File: src/rtl/irq_seq_pkg.sv
// rtl/irq_seq_pkg.sv - shared types and constants for the interrupt priority sequencer
package irq_seq_pkg;

    localparam int NUM_CH      = 9;
    localparam int NUM_BUS     = 3;
    localparam int CH_W        = 4;
    localparam int TIMEOUT_CYC = 255;

    localparam logic [1:0] BUS_A = 2'd0;
    localparam logic [1:0] BUS_B = 2'd1;
    localparam logic [1:0] BUS_C = 2'd2;

    typedef enum logic [1:0] {
        IDLE    = 2'd0,
        ARB     = 2'd1,
        GRANT   = 2'd2,
        SERVICE = 2'd3
    } state_t;

endpackage

File: src/rtl/irq_prio_resolver.sv
// rtl/irq_prio_resolver.sv - combinational fixed-priority resolver over three eligible buses
module irq_prio_resolver
    import irq_seq_pkg::*;
#(
    parameter int NUM_CH = irq_seq_pkg::NUM_CH,
    parameter int CH_W   = irq_seq_pkg::CH_W
) (
    input  logic [NUM_CH-1:0] elig_a,
    input  logic [NUM_CH-1:0] elig_b,
    input  logic [NUM_CH-1:0] elig_c,
    output logic              any,
    output logic [1:0]        win_bus,
    output logic [CH_W-1:0]   win_ch
);

    logic [CH_W-1:0] ch_a;
    logic [CH_W-1:0] ch_b;
    logic [CH_W-1:0] ch_c;

    // Scan high to low so the lowest set index is the last one written.
    always_comb begin
        ch_a = '0;
        ch_b = '0;
        ch_c = '0;
        for (int i = NUM_CH - 1; i >= 0; i--) begin
            if (elig_a[i]) ch_a = CH_W'(i);
            if (elig_b[i]) ch_b = CH_W'(i);
            if (elig_c[i]) ch_c = CH_W'(i);
        end
    end

    always_comb begin
        any     = (|elig_a) | (|elig_b) | (|elig_c);
        win_bus = BUS_A;
        win_ch  = '0;
        if (|elig_a) begin
            win_bus = BUS_A;
            win_ch  = ch_a;
        end else if (|elig_b) begin
            win_bus = BUS_B;
            win_ch  = ch_b;
        end else if (|elig_c) begin
            win_bus = BUS_C;
            win_ch  = ch_c;
        end
    end

endmodule

File: src/rtl/irq_priority_sequencer.sv
// rtl/irq_priority_sequencer.sv - pending latches, grant FSM and optional ack timeout (IRQ_SEQ_TIMEOUT_EN)
module irq_priority_sequencer
    import irq_seq_pkg::*;
#(
    parameter int NUM_CH      = irq_seq_pkg::NUM_CH,
    parameter int CH_W        = irq_seq_pkg::CH_W,
    parameter int TIMEOUT_CYC = irq_seq_pkg::TIMEOUT_CYC
) (
    input  logic              clk,
    input  logic              rst,
    input  logic [NUM_CH-1:0] req_a,
    input  logic [NUM_CH-1:0] req_b,
    input  logic [NUM_CH-1:0] req_c,
    input  logic [NUM_CH-1:0] ch_en,
    output logic              grant_valid,
    output logic [1:0]        grant_bus,
    output logic [CH_W-1:0]   grant_ch,
    input  logic              grant_ack,
    input  logic              eoi,
    output logic              busy,
    output logic              timeout_err
);

    state_t            state;
    state_t            next_state;
    logic [NUM_CH-1:0] pend_a;
    logic [NUM_CH-1:0] pend_b;
    logic [NUM_CH-1:0] pend_c;
    logic [NUM_CH-1:0] clr_a;
    logic [NUM_CH-1:0] clr_b;
    logic [NUM_CH-1:0] clr_c;
    logic [NUM_CH-1:0] ch_sel;
    logic              any_elig;
    logic [1:0]        win_bus;
    logic [CH_W-1:0]   win_ch;
    logic              ld_grant;
    logic              take_ack;
    logic              to_hit;

    irq_prio_resolver #(
        .NUM_CH (NUM_CH),
        .CH_W   (CH_W)
    ) u_resolver (
        .elig_a  (pend_a & ch_en),
        .elig_b  (pend_b & ch_en),
        .elig_c  (pend_c & ch_en),
        .any     (any_elig),
        .win_bus (win_bus),
        .win_ch  (win_ch)
    );

    assign grant_valid = (state == GRANT);
    assign busy        = (state != IDLE);
    assign ch_sel      = NUM_CH'(1) << grant_ch;

    always_comb begin
        next_state = state;
        ld_grant   = 1'b0;
        take_ack   = 1'b0;
        case (state)
            IDLE: begin
                if (any_elig) next_state = ARB;
            end
            ARB: begin
                if (any_elig) begin
                    ld_grant   = 1'b1;
                    next_state = GRANT;
                end else begin
                    next_state = IDLE;
                end
            end
            GRANT: begin
                if (grant_ack) begin
                    take_ack   = 1'b1;
                    next_state = SERVICE;
                end else if (to_hit) begin
                    next_state = IDLE;
                end
            end
            SERVICE: begin
                if (eoi) next_state = IDLE;
            end
            default: next_state = IDLE;
        endcase
    end

    always_comb begin
        clr_a = '0;
        clr_b = '0;
        clr_c = '0;
        if (take_ack) begin
            case (grant_bus)
                BUS_A:   clr_a = ch_sel;
                BUS_B:   clr_b = ch_sel;
                BUS_C:   clr_c = ch_sel;
                default: ;
            endcase
        end
    end

    // A request arriving on the ack cycle re-sets the bit being cleared.
    always_ff @(posedge clk) begin
        if (rst) begin
            state     <= IDLE;
            pend_a    <= '0;
            pend_b    <= '0;
            pend_c    <= '0;
            grant_bus <= BUS_A;
            grant_ch  <= '0;
        end else begin
            state  <= next_state;
            pend_a <= (pend_a & ~clr_a) | req_a;
            pend_b <= (pend_b & ~clr_b) | req_b;
            pend_c <= (pend_c & ~clr_c) | req_c;
            if (ld_grant) begin
                grant_bus <= win_bus;
                grant_ch  <= win_ch;
            end
        end
    end

`ifdef IRQ_SEQ_TIMEOUT_EN
    localparam logic [7:0] TIMEOUT_LIM = 8'(TIMEOUT_CYC);

    logic [7:0] to_cnt;
    logic       to_err_q;

    assign to_hit      = (state == GRANT) && !grant_ack && (to_cnt == TIMEOUT_LIM - 8'd1);
    assign timeout_err = to_err_q;

    // Counter idles at zero outside GRANT, so every GRANT entry starts fresh.
    always_ff @(posedge clk) begin
        if (rst) begin
            to_cnt   <= 8'd0;
            to_err_q <= 1'b0;
        end else begin
            to_err_q <= to_hit;
            if (state == GRANT) to_cnt <= to_cnt + 8'd1;
            else                to_cnt <= 8'd0;
        end
    end
`else
    logic [7:0] unused_timeout_cfg;

    assign unused_timeout_cfg = 8'(TIMEOUT_CYC);
    assign to_hit             = 1'b0;
    assign timeout_err        = 1'b0;
`endif

endmodule
File: config.mk
export PLATFORM = sky130hd
export DESIGN_NAME = irq_priority_sequencer
export DESIGN_NICKNAME = d
export VERILOG_FILES = /design/src/rtl/irq_seq_pkg.sv /design/src/rtl/irq_prio_resolver.sv /design/src/rtl/irq_priority_sequencer.sv
export SDC_FILE = /design/constraint.sdc
export NUM_CORES = 1
export LEC_CHECK = 0
export ABC_AREA = 1
export CORE_MARGIN = 2
export CORE_UTILIZATION = 49
export CTS_CLUSTER_DIAMETER = 80
export DETAILED_ROUTE_END_ITERATION = 8
export GPL_ROUTABILITY_DRIVEN = 1
export PLACE_DENSITY = 0.81
export SYNTH_ARGS = -nofsm -noshare
export SYNTH_HDL_FRONTEND = slang
export SYNTH_SLANG_ARGS = --single-unit
File: constraint.sdc
create_clock -name clk -period 1.6 [get_ports clk]
set_input_delay 0.32 -clock clk [delete_from_list [all_inputs] [get_ports clk]]
set_output_delay 0.32 -clock clk [all_outputs]
set_load 0.005 [all_outputs]
==> metrics.md, run 1 <==
| Metric | Value |
|---|---|
| Critical Path Fanout Max | 6 |
| Class of the worst hold path | flop to flop |
| Detailed-route wire length per cell | between 10 and 15 um |
| Hold depth | 2 |
| RSZ-0062 raised after global routing | no |
| Initial DRT Pass Iterations | 4 |
| Arrival time worst endpoint | 1.21 ns |
| Maximum clock path buffer count | 2 |
| Avg Cell Area, Syn | 6.826 um^2 |
| Reg2Reg Setup Slack | roughly 0.13 ns |
| Final Critical Period | approximately 1.5 ns |
| CP Depth | 1 |
| PD cells | ~830 nW/um^2 |
| Port Buffers | 47 |
| Number of max-cap violations | 0 |
| Switching Power | a little over 0.7 mW |
| Final hold vios | 0 |
| ANT cells | 0 |
| Die area | roughly 4400 um^2 |
| Pint | about 1.6 mW |
| Library cells used by synthesis | 26 |
| Bufs and invs on worst path | 1 |
| Vias per inst | 5.120 |
| First-pass GRT wire length | 8328 um |
| Status | finished, final reports clean |
| Fmax | between 600 and 700 MHz |
| Largest net degree at the start of global routing | 22 |
| Startpoint types | flop |
| Die Ht | 66.57 um |
| Routed Wire Length | between 5000 and 6000 um |
| Die X | ~67 um |
| Worst r2r path cells | 11 |
| Worst setup path category | flop to output port |
| GPL Wtd Cong | between 0.8 and 0.9 |
| Commonest cells after routing, fill and taps aside | nand2_1, inv_1, clkdlybuf4s50_1 |
| Setup WS pre-CTS | -0.2808 ns |
| Cell taking the most area after synthesis | dfxtp_1 |
| CTS tree | yes |
| Post-Syn Instances | 281 |
| # fillers | 331 |
| Worst hold slack | about 0.48 ns |
| Slowest stage cell, crit path | clkdlybuf4s50_1 |
| Nets | 400 |
| Layout area overhead | 43.31% |
| Critical path cell sequence | clkdlybuf4s50_1 |
| Ys Warns | 0 |
| H-tree lvl count | 2 |
| Cell area after placement | between 2000 and 3000 um^2 |
| CP top delay family | buffers and inverters |
| Remaining Overflow, GRT | 0 |
| Leakage power | 1.350 nW |
| Layout cell share with drive strength beyond 1 | between 20 and 25% |
| Final Worst Setup Slack | 0.07271 ns |
| Initial antenna violation count | 0 |
| Drc violations | 0 |
| HPWL after DPL | 3910 um |
| Hold-fix buffers, CTS | 0 |
| GRT Total Usage | about a quarter |
| First DRT Iteration DRCs | 160 |
| Post-route ant nets | 0 |
| Peak supply drop | 0.0006083 V |
| I/O pins | 49 |
| Post-synthesis register bit count | 35 |
| Slew Limit Fails | 0 |
| Number of global-route vias before repair | a little over 2000 |
| Combinational power share | between 20 and 30% |
| Sw Ratio | a little under a third |
| Sequential power share | around 44% |
| Commonest non-fill, non-tap cell in the layout | nand2_1 |
| Slowest cell delay on critical path | around 0.52 ns |
| Post-synthesis sequential area ratio | a little over a third |
| Final-report setup violation count | 0 |
| Via count | ~2100 |
| Core area | roughly 3700 um^2 |
| Clock skew | roughly 0.0044 ns |
| Clock sinks | 35 |
| Ranking of synthesized cells by area | dfxtp_1, nand2_1, inv_1 |
| Clk Latency, worst-skew pair | 0.29 ns |
| Final instance area | about 2700 um^2 |
| CTS clk-pin slew, worst paths | 0.07 ns |
| Final Cycle Share | between 90 and 100% |
| Synth top area share | a little over a third |
| Initial cell density of the core | 51.62% |
| Root buffer cell | clkbuf_8 |
| Final Power | about 2.3 mW |
| Syn_nets | 321 |
| Clk pwr share | 26.8% |
| Req. time, crit path | between 1 and 1.5 ns |
| Mapped Area | ~1900 um^2 |
| Total CTS buffers | 5 |
| # rows | 22 |
| Fin util | 73.97% |
| Critical Path End Type | output port |
-- per-layer routing --
layer  vias up  GRT usage [%]  wire length [um]
met5         -              0                 0
met4         0          7.908                54
met3         8          6.250               267
met2        66          45.38              2537
met1       964          27.95              2191
li1       1056              -                 -
-- per-stage QoR --
| step | std cells | TNS (ns) |
|---|---|---|
| finish | 409 | 0 |
| global route | 409 | 0 |
| CTS | 409 | 0 |
| detailed placement | 398 | -2.559 |
| global placement | 398 | -2.154 |
| floorplan | 281 | 0 |
-- cells by family after synthesis --
group,share of synthesized area (%)
buffers and inverters,9.785
and+or+nand+nor,32.22
DFF,36.53
AOI/OAI and AO/OA,21.27
other,0.1955
-- cell type report --
class	count	area [um^2]	area share, %
clock buffer	7	76.32	2.777
inverter	45	168.9	6.145
sequential	35	708.2	25.76
timing repair buffer	76	683.2	24.85
clock inverter	1	5.005	0.1821
multi-input combinational	197	1047	38.10
tap	48	60.06	2.185
-- flip-flops by register name (all words and copies together), names as in the netlist, named ones only --
register / count
grant_bus: 2
grant_ch: 4
pend_c: 9
pend_b: 9
state: 1
pend_a: 9
-- cells in the mapped netlist (all sizes together) --
cell,instances
conb,1
inv,45
nor2,27
nand2,78
o221ai,1
o21ai,36
o21bai,1
clkbuf,3
a31oi,3
a21oi,34
dfxtp,35
nand3,14
buf,1
nand4,1
nor3,1
-- worst min-delay path: stages, from the launching register on --
cell and delay, ns:
dfxtp_1 0.31, o21ai_0 0.07, a21oi_1 0.06
-- path summary, 6_finish.rpt --
check	from	endpoint
worst max-delay path	grant_ch[0]	grant_ch[0]
worst min-delay path	pend_a[1]	pend_a[1]
worst max register to register	pend_a[4]	grant_ch[0]
worst min register to register	pend_a[1]	pend_a[1]
-- timing repair --
item / CTS / global route
hold endpoints to repair: 0 / 0
gates resized for setup: 14 / 7
setup endpoints to repair: 4 / 11
pin swaps: 11 / 2
buffers inserted: 3 / 0
-- power groups by stage --
stage | logic [mW] | clock network (mW) | registers, mW
4_1_cts | 0.653 | 0.625 | 1.01
5_1_grt | 0.729 | 0.662 | 1.02
2_1_floorplan | 0.351 | 0 | 1.01
3_5_place_dp | 0.636 | 0 | 1.02
3_3_place_gp | 0.628 | 0 | 1.02
6_report | 0.657 | 0.612 | 1.01
Power figures use the tool's default switching activity.
==> run 2, diff against run 1 <==
Settings changed: PLACE_DENSITY 0.81 to 0.77.
==> metrics.md, run 2 (same netlist as run 1, synthesis figures left out) <==
| Metric | Value |
|---|---|
| Status | finished, final reports clean |
| Remaining Overflow, GRT | 0 (unchanged) |
| Setup WS pre-CTS | -0.2922 ns (-0.01148 ns) |
| RSZ-0062 raised after global routing | no |
| Final Worst Setup Slack | 0.03133 ns (-0.04137 ns) |
| First-pass GRT wire length | 8521 um (+2.3%) |
| CP top delay family | buffers and inverters |
| Port Buffers | 47 (unchanged) |
| Clock skew | 0.006383 ns (+0.001981 ns) |
| Setup crit end | grant_ch[3] |
| Crit path from | grant_ch[3] |
| Critical path cell sequence | clkdlybuf4s50_1 |
| Final-report setup violation count | 0 (unchanged) |
| Final Power | 2.262 mW (-0.92%) |
| ANT cells | 0 (unchanged) |
| Class of the worst hold path | flop to flop |
| Via count | 2024 (-3.3%) |
| Initial cell density of the core | 51.62% (unchanged) |
| Fmax | 637.5 MHz (-2.6%) |
| Commonest cells after routing, fill and taps aside | nand2_1, inv_1, clkdlybuf4s50_1 |
| Clk Latency, worst-skew pair | 0.29 ns (about the same) |
| Slew Limit Fails | 0 (unchanged) |
| Reg-to-reg critical path endpoint | pend_a[4] |
| Core area | 3716 um^2 (unchanged) |
| CP Depth | 1 (unchanged) |
| I/O pins | 49 (unchanged) |
| Critical Path End Type | output port |
| # rows | 22 (unchanged) |
| Largest net degree at the start of global routing | 22 (unchanged) |
| Leakage power | 1.382 nW (+2.4%) |
| Root buffer cell | clkbuf_8 |
| Final hold vios | 0 (unchanged) |
| Startpoint types | flop |
| Routed Wire Length | 5224 um (+3.4%) |
| CTS tree | yes |
| Commonest non-fill, non-tap cell in the layout | nand2_1 |
| HPWL after DPL | 4047 um (+3.5%) |
| Worst r2r path cells | 8 (-3) |
| Number of max-cap violations | 0 (unchanged) |
| Die X | 66.57 um (unchanged) |
| CTS clk-pin slew, worst paths | 0.07 ns (about the same) |
| Total CTS buffers | 5 (unchanged) |
| Maximum clock path buffer count | 2 (unchanged) |
| H-tree lvl count | 2 (unchanged) |
| Detailed-route wire length per cell | 12.90 um (+4.5%) |
| Slowest stage cell, crit path | clkdlybuf4s50_1 |
| Reg2Reg Setup Slack | 0.18 ns (+0.05 ns) |
| Drc violations | 0 (unchanged) |
| Die Ht | 66.57 um (unchanged) |
| Peak supply drop | 0.0005004 V (-18%) |
| Layout area overhead | 44.03% |
| Bufs and invs on worst path | 1 (unchanged) |
| Arrival time worst endpoint | 1.25 ns (+0.04 ns) |
| Initial DRT Pass Iterations | 4 (unchanged) |
| Number of global-route vias before repair | 2009 (-1.3%) |
| Largest regs | pend_a x9, pend_b x9, pend_c x9 |
| Final Cycle Share | 98.04% (+2.6 points) |
| Critical Path Fanout Max | 5 (-1) |
| First DRT Iteration DRCs | 122 (-24%) |
| Die area | 4431 um^2 (unchanged) |
| Final Critical Period | 1.569 ns (+0.04137 ns) |
| GPL Wtd Cong | 0.9467 (+7.5%) |
| Slowest cell delay on critical path | 0.53 ns (about the same) |
| Clock sinks | 35 (unchanged) |
| Nets | 398 (-0.50%) |
| Post-route ant nets | 0 (unchanged) |
| Req. time, crit path | 1.28 ns (about the same) |
| Layout cell share with drive strength beyond 1 | 21.85% (+1.4 points) |
| Worst setup path category | flop to output port |
| Initial antenna violation count | 0 (unchanged) |
| PD cells | 818.6 nW/um^2 (-1.4%) |
| Vias per inst | 4.998 (-2.4%) |
| GRT Total Usage | 25.57% (+0.74 points) |
-- run 2: power by group --
group	internal, mW	switching (mW)
Sequential	0.952	0.0626
Clock	0.290	0.299
Combinational	0.310	0.348
-- run 2: per-stage QoR --
stage | area (um^2) | util, % | std cells | setup TNS (ns) | hold WS, ns
final | 2763 | 74.34 | 405 | 0 | 0.4723
after global routing | 2763 | 74.34 | 405 | 0 | 0.4955
after global placement | 2603 | 70.03 | 395 | -2.305 | 0.4595
after CTS | 2684 | 72.22 | 402 | 0 | 0.4733
after detailed placement | 2603 | 70.03 | 395 | -2.814 | 0.4638
after floorplan | 1918 | - | 281 | 0 | 0.4496
-- run 2: how the worst min path moves through the flow --
stage / end / cells after the start / start
3_5_place_dp: pend_c[6] / 2 / pend_c[6]
2_1_floorplan: pend_a[0] / 2 / pend_a[0]
6_report: pend_c[6] / 2 / pend_c[6]
4_1_cts: pend_c[6] / 2 / pend_c[6]
3_3_place_gp: pend_c[6] / 2 / pend_c[6]
5_1_grt: pend_c[8] / 2 / pend_c[8]
-- run 2: area by class of cell --
class | instances | area, um^2
clock buffer | 6 | 72.57
fill | 342 | 953.4
inverter | 45 | 168.9
multi-input combinational | 197 | 1065
sequential | 35 | 705.7
tap | 48 | 60.06
timing repair buffer | 74 | 690.7
-- run 2: layer usage --
metal  part of all wire, %  GRT usage [%]
met3                   4.9          6.419
met1                    44          30.91
met5                     0              0
met4                   1.3          8.673
met2                    50          43.88
-- run 2: timing repair --
item	4_1_cts	5_1_grt
setup buffers	1	3
gates resized for setup	5	22
hold buffers	0	0
setup endpoints to repair	3	9
pin swaps	0	9
==> variant 1 (settings of run 1) <==
Change the package constant `NUM_CH` from 9 to 10.
--- a/src/rtl/irq_seq_pkg.sv
+++ b/src/rtl/irq_seq_pkg.sv
@@ -3,3 +3,3 @@
 
-    localparam int NUM_CH      = 9;
+    localparam int NUM_CH      = 10;
     localparam int NUM_BUS     = 3;
Interface: changed (resized ch_en, req_a, req_b and req_c); port bits go from 49 to 53. The function was not compared with the original's and may differ.
==> variant 1 against run 1 <==
  * Die area increased by 4.8%
  * Critical path type unchanged
  * Critical endpoint unchanged
  * Maximum frequency down 0.49%
  * Sequential cell count increased by 3
  * Area after synthesis is 5.1% higher
  * Setup slack got worse by 0.0076 ns
  * Routed wire length up 9.6%
  * Via count increased by 6.9%
  * Worst hold slack got worse by 0.0047 ns
  * Highest routed layer unchanged
  * Sequential power up 9%
  * Cell area is 8.1% higher
  * Total power rose by 6.9%
==> variant 1: results (changes against run 1) <==
stage;metric;value;unit;change
power;power density cells;821.0;mW/mm^2;-1.1%
clock_tree;CTS resizes;10;;-4
setup_path;R2R Path Start;pend_b[9];;
power;Peak VDD IR;582.3;uV;-4.3%
power;Clock power frac;0.251;;-0.017
global_route;first-pass GRT wire length;9177;um;+10%
global_route;met1 usage;0.3090;;+0.02956
status;status;finished, final reports clean;;
routing;WL met2;2833;um;+12%
global_route;grt met2 use;0.4782;;+0.02441
place;DP HPWL;4221;um;+8.0%
global_route;met3 Track Usage GR;0.05099;;-0.01151
synthesis;post-synthesis cell count;305;;+8.5%
place;placed cell area;0.002769;mm^2;+5.5%
routing;initial drt markers;172;;+7.5%
power;NetSw;0.7568;mW;+6.6%
synthesis;register area share after synthesis;0.3774;;+0.01211
global_route;GRT Total Usage;0.2666;;+0.01833
power;Seq power;1.10;mW;+9%
finish;fin cells;444;;+8.6%
finish;fillers;323;;-2.4%
routing;DR WL met3;330;um;+24%
routing;DR pass1 iterations;6;;+2
sta;Final Skew;0.007999;ns;+0.003597 ns
synthesis;Synth cell types;29;;+12%
place;pre-CTS setup slack;-0.3903;ns;-0.1095 ns
==> variant 1: cell count changes in the layout (fill, tap and decap cells not counted), sizes merged, moves of 2 or more <==
cell	before	now
nand2	78	88
clkinv	1	3
nand4	1	4
inv	45	50
clkdlybuf4s50	37	39
dlymetal6s2s	2	7
nand3b	0	2
buf	29	36
nand3	14	12
clkbuf	7	5
dlygate4sd2	8	5
nor2	27	24
a21oi	34	37
dfxtp	35	38
==> variant 1: kinds of logic after synthesis <==
kind of cell,after synthesis
buffers and inverters,57
and+or+nand+nor,130
other,1
DFF,38
AOI/OAI and AO/OA,79
==> variant 1: cell type report <==
class | instances | area share
repair buffers | 87 | 0.2665
well taps | 50 | 0.02105
inverters | 51 | 0.06611
clock buffers | 5 | 0.02316
clock inverters | 2 | 0.003368
flip-flops and latches | 38 | 0.2581
multi-input cells | 211 | 0.3617
==> variant 2 (settings of run 1) <==
Made on the original files. The 4 states of `state_t` get a Gray code encoding in 2 bits.
--- a/src/rtl/irq_seq_pkg.sv
+++ b/src/rtl/irq_seq_pkg.sv
@@ -13,6 +13,6 @@
     typedef enum logic [1:0] {
-        IDLE    = 2'd0,
-        ARB     = 2'd1,
-        GRANT   = 2'd2,
-        SERVICE = 2'd3
+        IDLE    = 2'b00,
+        ARB     = 2'b01,
+        GRANT   = 2'b11,
+        SERVICE = 2'b10
     } state_t;
Behaviour: same outputs for any inputs over 10 cycles, from zero or initial values and one cycle with rst high; not proved beyond that.
==> variant 2 against run 1 <==
  * Worst hold slack got worse by 0.0018 ns
  * Highest routed layer unchanged
  * Core utilization increased by 2.4 points
  * Register-to-register slack improved by 0.03 ns
  * Final cell count increased by 0.49%
  * Sequential cell count unchanged
  * Cell area increased by 1.7%
  * Clock power increased by 14%
  * Die area decreased by 2.1%
  * Global-route usage increased by 0.51 points
  * Setup slack improved by 0.0025 ns
  * Routed wire length increased by 1.7%
  * Total power decreased by 0.47%
  * Critical path type unchanged
  * Area after synthesis decreased by 2.2%
==> variant 2: results (changes against run 1) <==
stage;metric;value;unit;change
global_route;initial antenna violation count;0;;unchanged
global_route;first-pass GRT wire length;8307;um;-0.25%
routing;initial drt markers;192;;+20%
global_route;number of global-route vias before repair;1875;;-7.9%
synthesis;Synth cell types;23;;-12%
flow_run;# Max-Cap Violations;0;;unchanged
finish;biggest regs;pend_a (9), pend_b (9), pend_c (9);;
setup_path;FF-to-FF setup slack;0.16;ns;+0.03 ns
setup_path;family with the most delay on the worst path;buffers and inverters;;
setup_path;arrival time worst endpoint;1.20;ns;
clock_tree;CTS root buf;clkbuf_8;;
synthesis;Primary FF master, synth;dfxtp_1;;
sta;Fin Hold WS;0.4767;ns;-0.001778 ns
finish;share of layout cells above drive strength 1;0.2066;;+0.001625
sta;Tcrit/Tclk final;0.9530;;-0.001590
place;pre-CTS setup slack;-0.3335;ns;-0.05278 ns
clock_tree;Longest Clk Path Bufs;2;;unchanged
clock_tree;Reg clk slew, reported paths;0.07;ns;about the same
clock_tree;CTS H-tree depth;2;;unchanged
clock_tree;clk_lat worst skew;0.28;ns;
synthesis;syn nets;320;;-0.31%
global_route;pin count of the biggest net entering global routing;18;;-18%
routing;vias per cell;4.985;;-2.6%
finish;Nets;402;;+0.50%
synthesis;asr flop ratio synth;0;;unchanged
synthesis;yosys warns;0;;unchanged
place;routability cong.;0.9839;;+12%
status;status;finished, final reports clean;;
routing;Routed wire per std cell;12.49;um;+1.2%
power;Peak VDD IR;654.1;uV;+7.5%
min_path;Min-Delay Path Class;reg2reg;;
global_route;GRT Total Usage;0.2534;;+0.005102
synthesis;register area share after synthesis;0.3736;;+0.008286
setup_path;worst stage delay on the critical path;0.52;ns;about the same
place;DP HPWL;3940;um;+0.78%
synthesis;Area contributors post-synth;dfxtp_1, nand2_1, o21ai_0, inv_1, a21oi_1;;
synthesis;Post-synth top cells;nand2_1, inv_1, dfxtp_1;;
power;leakage power;1.436;nW;+6.4%
routing;DR pass1 iterations;5;;+1
sta;Final Skew;0.003448;ns;-0.0009540 ns
[variant 2: cell count changes after synthesis, sizes merged]
cell,before,now
a31oi,3,2
inv,45,44
nand2,78,79
nor2,27,28
o221ai,1,0
[variant 2: final timing paths]
path | startpoint | endpoint | depth (start not counted)
worst max-delay path | grant_ch[1] | grant_ch[1] | 1
worst min-delay path | pend_b[2] | pend_b[2] | 2
worst max register to register | pend_b[3] | grant_ch[3] | 10
worst min register to register | pend_b[2] | pend_b[2] | 2
[variant 2: cell families after synthesis]
family	after synthesis	share of synthesized area
flip-flops	35	0.3736
other	1	0.001999
AO/OA/AOI/OAI	73	0.2055
buffers and inverters	48	0.09807
AND/OR/NAND/NOR	123	0.3209
[variant 2: worst reg2reg max path: stages (launching register included)]
cell	delay, ns
dfxtp_1	0.31
nand2_1	0.08
nand2_1	0.11
nor2_4	0.16
buf_4	0.12
nand2_1	0.04
o21ai_0	0.21
nand3_1	0.12
nand2_1	0.09
nor2_1	0.04
nor2_1	0.09
[variant 2: layout make-up]
cell class,count,area [um^2]
tap,48,60.06
sequential,35,705.7
timing repair buffer,79,732.0
fill,287,864.6
clock buffer,8,100.1
multi-input combinational,197,1033
inverter,44,165.2
[variant 2: timing repair]
| action | 4_1_cts | 5_1_grt |
|---|---|---|
| cloned | 0 | 0 |
| setup buffers | 0 | 4 |
| hold buffers | 0 | 0 |
| setup endpoints to repair | 7 | 9 |
| pin swaps | 0 | 4 |
| gates resized for setup | 6 | 21 |
[variant 2: power breakdown]
group	switching (mW)	internal, mW
clock network	0.306	0.393
registers	0.0507	0.941
logic	0.295	0.286
total	0.652	1.62
[variant 2: metal layers]
layer / track usage / routed length, um
met3: 0.05281 / 239
met4: 0.08073 / 78
met1: 0.3073 / 2146
met5: 0 / 0
met2: 0.4444 / 2671
[variant 2: metrics by stage]
stage | instance area [um^2] | total power, mW | std cells
2_1_floorplan | 1876 | 1.281 | 280
3_3_place_gp | 2597 | 1.543 | 399
3_5_place_dp | 2597 | 1.553 | 399
4_1_cts | 2704 | 2.248 | 407
5_1_grt | 2796 | 2.404 | 411
6_report | 2796 | 2.272 | 411
